File: config.mk
export PLATFORM = sky130hd
export DESIGN_NAME = if_id_queue
export DESIGN_NICKNAME = d
export VERILOG_FILES = /design/src/rtl/rapid_pkg.sv /design/src/rtl/if_id_queue.sv
export SDC_FILE = /design/constraint.sdc
export NUM_CORES = 1
export LEC_CHECK = 0
export CAP_MARGIN = 10
export CORE_ASPECT_RATIO = 2
export CORE_UTILIZATION = 50
export DETAILED_ROUTE_END_ITERATION = 10
export PLACE_DENSITY = 0.87
export SYNTH_ARGS = -nofsm -noshare
export SYNTH_HDL_FRONTEND = slang
export SYNTH_SLANG_ARGS = --single-unit
File: constraint.sdc
create_clock -name i_clk -period 11.64 [get_ports i_clk]
set_input_delay 2.91 -clock i_clk [delete_from_list [all_inputs] [get_ports i_clk]]
set_output_delay 2.91 -clock i_clk [all_outputs]
set_load 0.005 [all_outputs]
File: src/rtl/rapid_pkg.sv
// Shared types and constants for the rapid core pipeline.
// Holds the fetch-to-decode queue entry layout and its top-level depth.
package rapid_pkg;

  localparam int unsigned XLEN        = 32;
  localparam int unsigned IF_ID_DEPTH = 2;

  typedef struct packed {
    logic [XLEN-1:0] pc;
    logic [XLEN-1:0] instruction;
  } if_id_entry_t;

endpackage

File: src/rtl/if_id_queue.sv
// Decoupling queue between instruction fetch and decode.
// Fetch is back-pressured from registered occupancy only; flush discards everything.
module if_id_queue #(
  parameter int unsigned  XLEN  = rapid_pkg::XLEN,
  parameter int unsigned  DEPTH = rapid_pkg::IF_ID_DEPTH,
  localparam int unsigned PtrW  = $clog2(DEPTH),
  localparam int unsigned CntW  = $clog2(DEPTH + 1)
) (
  input  logic            i_clk,
  input  logic            i_reset_n,
  input  logic            i_if_done,
  input  logic [XLEN-1:0] i_if_pc,
  input  logic [XLEN-1:0] i_if_instruction,
  output logic            o_if_ready,
  output logic            o_id_valid,
  output logic [XLEN-1:0] o_id_pc,
  output logic [XLEN-1:0] o_id_instruction,
  output logic            o_id_misaligned,
  input  logic            i_id_ready,
  input  logic            i_flush,
  output logic [CntW-1:0] o_count
);

  import rapid_pkg::*;

  if_id_entry_t    mem [DEPTH];
  if_id_entry_t    head;
  logic [PtrW-1:0] wr_ptr_q, wr_ptr_d;
  logic [PtrW-1:0] rd_ptr_q, rd_ptr_d;
  logic [CntW-1:0] count_q, count_d;
  logic            push, pop;

  // Ready depends on registered count only, never on i_id_ready.
  assign o_if_ready = (count_q != CntW'(DEPTH));
  assign o_id_valid = (count_q != '0);

  assign push = i_if_done && o_if_ready && !i_flush;
  assign pop  = o_id_valid && i_id_ready && !i_flush;

  always_comb begin
    wr_ptr_d = wr_ptr_q;
    rd_ptr_d = rd_ptr_q;
    count_d  = count_q;
    if (i_flush) begin
      wr_ptr_d = '0;
      rd_ptr_d = '0;
      count_d  = '0;
    end else begin
      if (push) wr_ptr_d = wr_ptr_q + PtrW'(1);
      if (pop)  rd_ptr_d = rd_ptr_q + PtrW'(1);
      case ({push, pop})
        2'b10:   count_d = count_q + CntW'(1);
        2'b01:   count_d = count_q - CntW'(1);
        default: count_d = count_q;
      endcase
    end
  end

  always_ff @(posedge i_clk or negedge i_reset_n) begin
    if (!i_reset_n) begin
      wr_ptr_q <= '0;
      rd_ptr_q <= '0;
      count_q  <= '0;
    end else begin
      wr_ptr_q <= wr_ptr_d;
      rd_ptr_q <= rd_ptr_d;
      count_q  <= count_d;
    end
  end

  // Storage is not reset; occupancy alone decides what is visible.
  always_ff @(posedge i_clk) begin
    if (push) begin
      mem[wr_ptr_q] <= '{pc: i_if_pc, instruction: i_if_instruction};
    end
  end

  always_comb begin
    head             = mem[rd_ptr_q];
    o_id_pc          = '0;
    o_id_instruction = '0;
    if (o_id_valid) begin
      o_id_pc          = head.pc;
      o_id_instruction = head.instruction;
    end
  end

  assign o_id_misaligned = o_id_valid && (o_id_pc[1:0] != 2'b00);
  assign o_count         = count_q;

endmodule

* Word level (Yosys, flattened, before mapping)
Memory sizes are Yosys's and may differ from the RTL's. Cells that the tools add are included.
Storage, ports and cells: memories 1, memory bits (writable) 128, word-level logic and storage cells 32, output and inout port bits 69, flip-flop bits (word level) 4, bits of input ports 69
Operators by class: add/sub/neg operators 4, mux-type cells 10, reduce and logical (&&, ||, !) cells 11, eq/ne operators 3
Memories:
- mem | words 2, bits a word 64, rd ports 1, clocked after memory_dff 0, write ports 1, RTL line if_id_queue.sv:26 | if_id_entry_t mem [DEPTH];
Operators by type and width (number):
- $mux 32 | 2
- $reduce_bool 2->1 | 4
- $mux 1 | 6
- $logic_and 1x1->1 | 5
- $pmux 2 s2 | 1
- $reduce_bool 3->1 | 1
- $add 1x1->1 const B | 2
- $add 2x1->2 const B | 1
- $eq 2x1->1 const B | 1
- $eq 2x2->1 const B | 1
- $mux 2 | 1
- $ne 2x2->1 const B | 1
- $sub 2x1->2 const B | 1
- $logic_not 1->1 | 1

* Logic depth before layout (Yosys ltp)
Gate-level depths: netlist of the first run.
depth after elaboration 6, depth in mapped cells 5, depth with buffers taken out 4

* Worst setup path after synthesis of the first run
Ideal clock, no wire load.
path kind input port to flip-flop, from input port i_if_done, to memory mem[1][0] (netlist bit) (enable), cell stages on the path 2, setup slack 3.425 ns, data required time 11.062 ns, buffers on the path 0, arrival time 7.638 ns, setup time 0.578 ns, cells stage by stage nand2_1 > nor3b_1
Between the ends: longest elaborated chain between the ends 4
RTL lines:
- from (decl) | RTL line if_id_queue.sv:11 | input logic i_if_done,
- $logic_and 1x1->1 (2 in a row) | RTL line if_id_queue.sv:37 | assign push = i_if_done && o_if_ready && !i_flush;
- $mux 1 | RTL line if_id_queue.sv:73 | if (push) begin
- $mux 1 (not written as such) | RTL line if_id_queue.sv:74 | mem[wr_ptr_q] <= '{pc: i_if_pc, instruction: i_if_instruction};
- to (decl) | RTL line if_id_queue.sv:26
Every way passes these cells.

* Final worst setup path of the first run
from register rd_ptr_q, to output port o_id_misaligned
Between the ends: longest elaborated chain between the ends 4
RTL lines:
- from (decl) | RTL line if_id_queue.sv:29 | logic [PtrW-1:0] rd_ptr_q, rd_ptr_d;
- from (signal assigned) | RTL line if_id_queue.sv:66 | rd_ptr_q <= rd_ptr_d;
- $mem_v2 2x64
- $mux 32 | RTL line if_id_queue.sv:82 | if (o_id_valid) begin
- $reduce_bool 2->1 | RTL line if_id_queue.sv:88 | assign o_id_misaligned = o_id_valid && (o_id_pc[1:0] != 2'b00);
- $logic_and 1x1->1 | RTL line if_id_queue.sv:88
- to (decl) | RTL line if_id_queue.sv:18 | output logic o_id_misaligned,
Every way passes these cells.

==> results.md, run 1 <==
- # resized after CTS: 0
- R2r setup slk: 9.13 ns
- Worst IR Drop VDD: 170.2 uV
- Crit. path cell count: 3
- Worst-Margin Slew: 1.111 ns
- Final HPWL DP: 6439 um
- Ys flop type: edfxtp_1
- Hold crit path type: reg -> reg
- RSZ-0062 raised after global routing: false
- Worst hold margin: 0.6456 ns
- Die ar.: 10530 um2
- Cell Area, Synth: 5050 um2
- Top cell family by delay on the critical path: flip-flops
- Total core area: 9763 um2
- Critical Path Max Stage Delay: 1.17 ns
- Hold-fix buffers, CTS: 0
- Synth warn: 0
- CP Data Required Time: 8.73 ns
- Worst skew pair latency: 0.42 ns
- Root Driver: clkbuf_16
- Gr usage total: 20.82%
- Io pins: 138
- Horiz. Die Dim: 73.06 um
- Worst r2r path cells: 5
- Arrival time worst endpoint: 2.64 ns
- CP Max Fanout: 67
- Final setup TNS: 0 ns
- Slew HR: 25.91%
- Period utilization: 47.69%
- CP bufs+invs: 1
- Ys async rst share: 3.030%
- Starting density of the core: 51.72%
- Cell chain of the critical path: nor3_1 -> a211oi_1 -> clkdlybuf4s50_1
- Fmax: 180.2 MHz
- Count leader, synth: edfxtp_1
- Post-CTS setup buffer count: 0
- Worst R2R End: mem[0][43]
- CTS buffer count: 17
- Drt via density: 5.100
- Post-synth top cells: edfxtp_1 (128), nor2_1 (68), mux2i_1 (64), buf_2 (9)
- Hold Vio Cnt, Final: 0
- Global-route wire length before repair: 15440 um
- TritonCTS clock tree: built
- Site Rows: 51
- End of the worst hold path: wr_ptr_q
- Slowest-stage cell, CP: dfrtp_4
- Antenna-violating nets left: 0
- Crit end category: primary output
- Initial antenna violation count: 0
- H-Tree Depth: 4
- Top post-synthesis cells by area: edfxtp_1 (76%), mux2i_1 (13%), nor2_1 (5.1%), dfrtp_1 (2.0%), buf_2 (0.89%)
- Final GP Congestion: 0.8264
- Max Transition Viols Final: 0
- Min-delay src: wr_ptr_q
- Leakage: 0.002394 uW
- DRC Markers: 0
- Hold Crit Depth: 2
- Starting DRT DRC Count: 156
- Pin count of the biggest net entering global routing: 68
- Seq/Total Area, Yosys: 78.10%
- Diode count: 0
- Layout cells sized above 1: 8.497%
- R2r startpoint: o_count[1]
- Longest Clk Path Bufs: 2
- # fillers: 608
- IO Port Bufs: 137
- Clock Pin Slew Worst Setup and Hold Paths: 0.06 ns
- Clock Skew: 0.01362 ns
- Final-stage net count: 515
- EDFF count, synth: 128
- Max Cap Viol: 0
- Synth area leader: edfxtp_1
- Cell variety after synth: 23
- Layout area overhead: 41.95%
- Area share of the largest cell type after synthesis: 76.11%
- Grt total ovfl: 0
- Detailed Routing Iterations Pass 1: 4
- Synthesized area per cell: 16.78 um2
- Post-Synthesis Cells: 301
- Vias: 3014
- WL/cell: 17.10 um
- Final setup violating endpoints: 0
- PwrDens: 170.1 nW/um2
- Critical path launch point type: flop
- WS Path Type: reg -> out
- Yosys reg bits: 132
- Syn_nets: 370
- # clock sinks: 132
- Total wire length: 10110 um
- Status: finished clean
- Die height: 144.1 um
- Fin crit period: 5.551 ns
- Vias in the first global route: 3149
## registers in the layout (all words and copies together) (netlist names)
signal,flops
rd_ptr_q,1
o_count,2
mem,128
wr_ptr_q,1
## worst max-delay path by stage
| stage | startpoint | endpoint |
|---|---|---|
| after floorplan | i_if_done | mem[1][0] |
| after global placement | i_if_done | mem[0][40] |
| after detailed placement | i_if_done | mem[0][46] |
| after CTS | rd_ptr_q | o_id_misaligned |
| after global routing | rd_ptr_q | o_id_misaligned |
| final | rd_ptr_q | o_id_misaligned |
## cell families after synthesis
| logic type | count (synthesis) | synth area share, % |
|---|---|---|
| xor+xnor | 1 | 0.1735 |
| flops | 132 | 78.10 |
| mux | 64 | 12.69 |
| compound gates | 8 | 0.9169 |
| simple gates | 78 | 6.269 |
| buf+inv | 18 | 1.858 |
## cells in the final DEF (no fill, tap or decap), drive strengths merged
cell and n:
nor2 68, o21ai 3, a22oi 1, nand3 1, or3 1, or4b 1, inv 5, nand2 2
nor2b 1, a31oi 1, nand3b 1, buf 4, clkbuf 18, bufinv 4, nor3b 1, xor2 1
nor3 2, a21oi 2, dfrtp 4, edfxtp 128, clkdlybuf4s50 137, a211oi 1, clkinvlp 2, mux2i 64
clkinv 6
## report_power, final
part / internal (uW) / switching [uW] / total, uW / leakage (uW)
clock: 357 / 190 / 547 / 0.000296
combinational: 71.0 / 45.5 / 116 / 0.000872
sequential: 541 / 15.1 / 556 / 0.00123
## through the flow
| stage | std cells | power (uW) | utilization (%) | worst slack (ns) | cell area (um2) |
|---|---|---|---|---|---|
| global placement | 559 | 677.9 | 67.14 | 6.463 | 6555 |
| detailed placement | 559 | 682.2 | 67.14 | 6.340 | 6555 |
| floorplan | 301 | 610.1 | - | 3.425 | 5050 |
| CTS | 591 | 1231 | 73.42 | 6.029 | 7168 |
| finish | 591 | 1219 | 73.42 | 6.089 | 7168 |
| global route | 591 | 1264 | 73.42 | 5.925 | 7168 |
## worst register-to-register path: cells and delay by family, from the launching register on
family | cells | cell delay (ns)
buffers and inverters | 2 | 0.83
flip-flops | 1 | 0.46
AND/OR/NAND/NOR | 3 | 0.84
## layout make-up
cell class                      instances  area, um2  area share, %
Clock inverter                         14      183.9          2.566
Inverter                                3      11.26         0.1571
Timing Repair Buffer                  141       1401          19.55
Multi-Input combinational cell        151       1030          14.37
Clock buffer                           18      429.2          5.987
Tap cell                              132      165.2          2.304
Sequential cell                       132       3948          55.07
## routing by layer
metal	up-vias	GRT usage (%)	wire, um
met3	34	7.526	572
met5	-	0	0
met2	131	35.04	5669
met4	0	13.93	497
li1	1412	-	-
met1	1437	21.06	3368
Power figures use the tool's default switching activity.
==> inputs of run 2 (changes only) <==
--- a/config.mk
+++ b/config.mk
@@ -7,9 +7,9 @@
 export LEC_CHECK = 0
 export CAP_MARGIN = 10
 export CORE_ASPECT_RATIO = 2
-export CORE_UTILIZATION = 50
+export CORE_UTILIZATION = 48
 export DETAILED_ROUTE_END_ITERATION = 10
-export PLACE_DENSITY = 0.87
+export PLACE_DENSITY = 0.84
 export SYNTH_ARGS = -nofsm -noshare
 export SYNTH_HDL_FRONTEND = slang
 export SYNTH_SLANG_ARGS = --single-unit
==> constraint.sdc (replaced) <==
create_clock -name i_clk -period 5.45 [get_ports i_clk]
set_input_delay 1.3625 -clock i_clk [delete_from_list [all_inputs] [get_ports i_clk]]
set_output_delay 1.3625 -clock i_clk [all_outputs]
set_load 0.005 [all_outputs]
==> results.md, run 2 (synthesis gave the netlist of run 1 again) <==
- Hold Vio Cnt, Final: 0 (unchanged)
- # clock sinks: 132 (unchanged)
- Most frequent cells in the layout: clkdlybuf4s50_1 (137), edfxtp_1 (128), nor2_1 (67), mux2i_1 (64), clkbuf_16 (17) (unchanged)
- Final setup TNS: 0 ns (unchanged)
- Leakage: 0.002389 uW (was 0.002394 uW)
- Largest register FFs: 128 (unchanged)
- Antenna-violating nets left: 0 (unchanged)
- Global-route wire length before repair: 15920 um (was 15440 um)
- Worst-Margin Slew: 1.128 ns (was 1.111 ns)
- P_int: 2021 uW (was 968.8 uW)
- Die height: 147.1 um (was 144.1 um)
- Final Util: 70.64% (was 73.42%)
- CP Max Fanout: 42 (was 67)
- Crit end category: primary output (unchanged)
- Min-delay src: wr_ptr_q (unchanged)
- CP Data Required Time: 4.09 ns (was 8.73 ns)
- Largest Register: mem (unchanged)
- Status: finished clean (unchanged)
- Fin crit period: 4.042 ns
- Worst skew pair latency: 0.40 ns (was 0.42 ns)
- Final Non-Filler Cells: 595 (was 591)
- Root Driver: clkbuf_16 (unchanged)
- Arrival time worst endpoint: 2.68 ns (was 2.64 ns)
- Hold Crit Depth: 2 (unchanged)
- Grt total ovfl: 0 (unchanged)
- Diode count: 0 (unchanged)
- Slew HR: 24.79% (was 25.91%)
- Site Rows: 52 (was 51)
- Drt via density: 5.015 (was 5.100)
- Vias: 2984 (was 3014)
- Gr usage total: 20.57% (was 20.82%)
- Horiz. Die Dim: 74.53 um (was 73.06 um)
- Die ar.: 10960 um2 (was 10530 um2)
- TritonCTS clock tree: built (unchanged)
- Switching pwr: 527.3 uW (was 250.5 uW)
- Layout area overhead: 41.97% (was 41.95%)
- Final GP Congestion: 0.7893 (was 0.8264)
- IO Port Bufs: 137 (unchanged)
- Period utilization: 74.16%
- Clock Pin Slew Worst Setup and Hold Paths: 0.05 ns (was 0.06 ns)
- Worst IR Drop VDD: 327.3 uV (was 170.2 uV)
- Total core area: 10150 um2 (was 9763 um2)
- R2r setup slk: 2.95 ns (was 9.13 ns)
- Critical path launch point type: flop (unchanged)
- Commonest non-fill, non-tap cell in the layout: clkdlybuf4s50_1 (unchanged)
- DRC Markers: 0 (unchanged)
- Max Cap Viol: 0 (unchanged)
- Layout cells sized above 1: 8.696% (was 8.497%)
- End of the worst hold path: wr_ptr_q (unchanged)
- CTS buffer count: 17 (unchanged)
- Detailed Routing Iterations Pass 1: 4 (unchanged)
- Final setup violating endpoints: 0 (unchanged)
- Post-CTS setup buffer count: 0 (unchanged)
- Hold crit path type: reg -> reg (unchanged)
- Hold-fix buffers, CTS: 0 (unchanged)
- Fmax: 247.4 MHz
- Io pins: 138 (unchanged)
- Starting density of the core: 49.75% (was 51.72%)
- Initial antenna violation count: 0 (unchanged)
- Placed Instances: 563 (was 559)
- Clock Skew: 0.006008 ns (was 0.01362 ns)
- WL/cell: 17.45 um (was 17.10 um)
- Clock power share: 43.5% (was 44.8%)
- H-Tree Depth: 4 (unchanged)
- Pin count of the biggest net entering global routing: 68 (unchanged)
- Total wire length: 10390 um (was 10110 um)
- # resized after CTS: 0 (unchanged)
- WS Path Type: reg -> out (unchanged)
- Logic pwr share: 9.8% (was 9.6%)
- Switch share: 20.69% (was 20.55%)
- Final-stage net count: 516 (was 515)
- Worst R2R End: mem[0][61] (was mem[0][43])
- Final HPWL DP: 6988 um (was 6439 um)
- Longest Clk Path Bufs: 2 (unchanged)
- Max Transition Viols Final: 0 (unchanged)
- R2r startpoint: o_count[1] (unchanged)
- Worst r2r path cells: 5 (unchanged)
- Vias in the first global route: 3225 (was 3149)
- Starting DRT DRC Count: 119 (was 156)
- Sequential share of power: 46.6% (was 45.6%)
- RSZ-0062 raised after global routing: false (unchanged)
- PwrDens: 355.5 nW/um2 (was 170.1 nW/um2)
-- run 2: cell types whose count changed in the layout (fill, tap and decap cells not counted), sizes merged --
cell and change:
clkbuf -1, buf +1, clkinv +3, inv -2, bufinv -1, clkinvlp +1
-- run 2: worst max path at each step --
stage / startpoint / endpoint / cells after the start
3_5_place_dp: i_if_done / mem[0][7] / 4
6_report: o_count[0] / o_id_pc[10] / 4
2_1_floorplan: i_if_done / mem[1][0] / 2
5_1_grt: o_count[0] / o_id_pc[10] / 4
3_3_place_gp: i_if_done / mem[0][0] / 4
4_1_cts: o_count[0] / o_id_pc[10] / 4
-- run 2: final cells by class --
| type | instances | area, um2 |
|---|---|---|
| inverters | 3 | 11.26 |
| well taps | 135 | 168.9 |
| flip-flops and latches | 132 | 3948 |
| repair buffers | 142 | 1409 |
| fillers | 711 | 2980 |
| clock inverters | 15 | 165.2 |
| multi-input cells | 151 | 1042 |
| clock buffers | 17 | 425.4 |
-- run 2: power groups by stage --
stage | Clock [uW] | Combinational [uW] | Sequential [uW]
2_1_floorplan | 0 | 115 | 1190
3_3_place_gp | 0 | 247 | 1210
3_5_place_dp | 0 | 254 | 1210
4_1_cts | 1130 | 255 | 1190
5_1_grt | 1180 | 270 | 1190
6_report | 1110 | 251 | 1190
-- run 2: metal layers --
metal,part of all wire (%),up-vias,GRT usage [%]
met1,35,1455,20.15
met3,3.4,20,4.938
met4,4.1,0,13.68
met2,58,92,36.35
met5,0,-,0
li1,-,1417,-
-- run 2: metrics by stage --
| stage | area [um2] | power (uW) | setup slack, ns | hold WS [ns] |
|---|---|---|---|---|
| final | 7169 | 2548 | 1.408 | 0.6382 |
| after global routing | 7169 | 2641 | 1.217 | 0.7298 |
| after CTS | 7169 | 2576 | 1.323 | 0.6367 |
| after detailed placement | 6579 | 1463 | 1.711 | 0.6125 |
| after global placement | 6579 | 1453 | 1.773 | 0.5940 |
| after floorplan | 5060 | 1301 | 1.008 | 0.5423 |
-- run 2: critical path: stages, from the launching register on --
cell and delay [ns]:
dfrtp_1 0.48, nor2_4 0.78, buf_4 0.41, nor2_1 0.10, clkdlybuf4s50_1 0.48
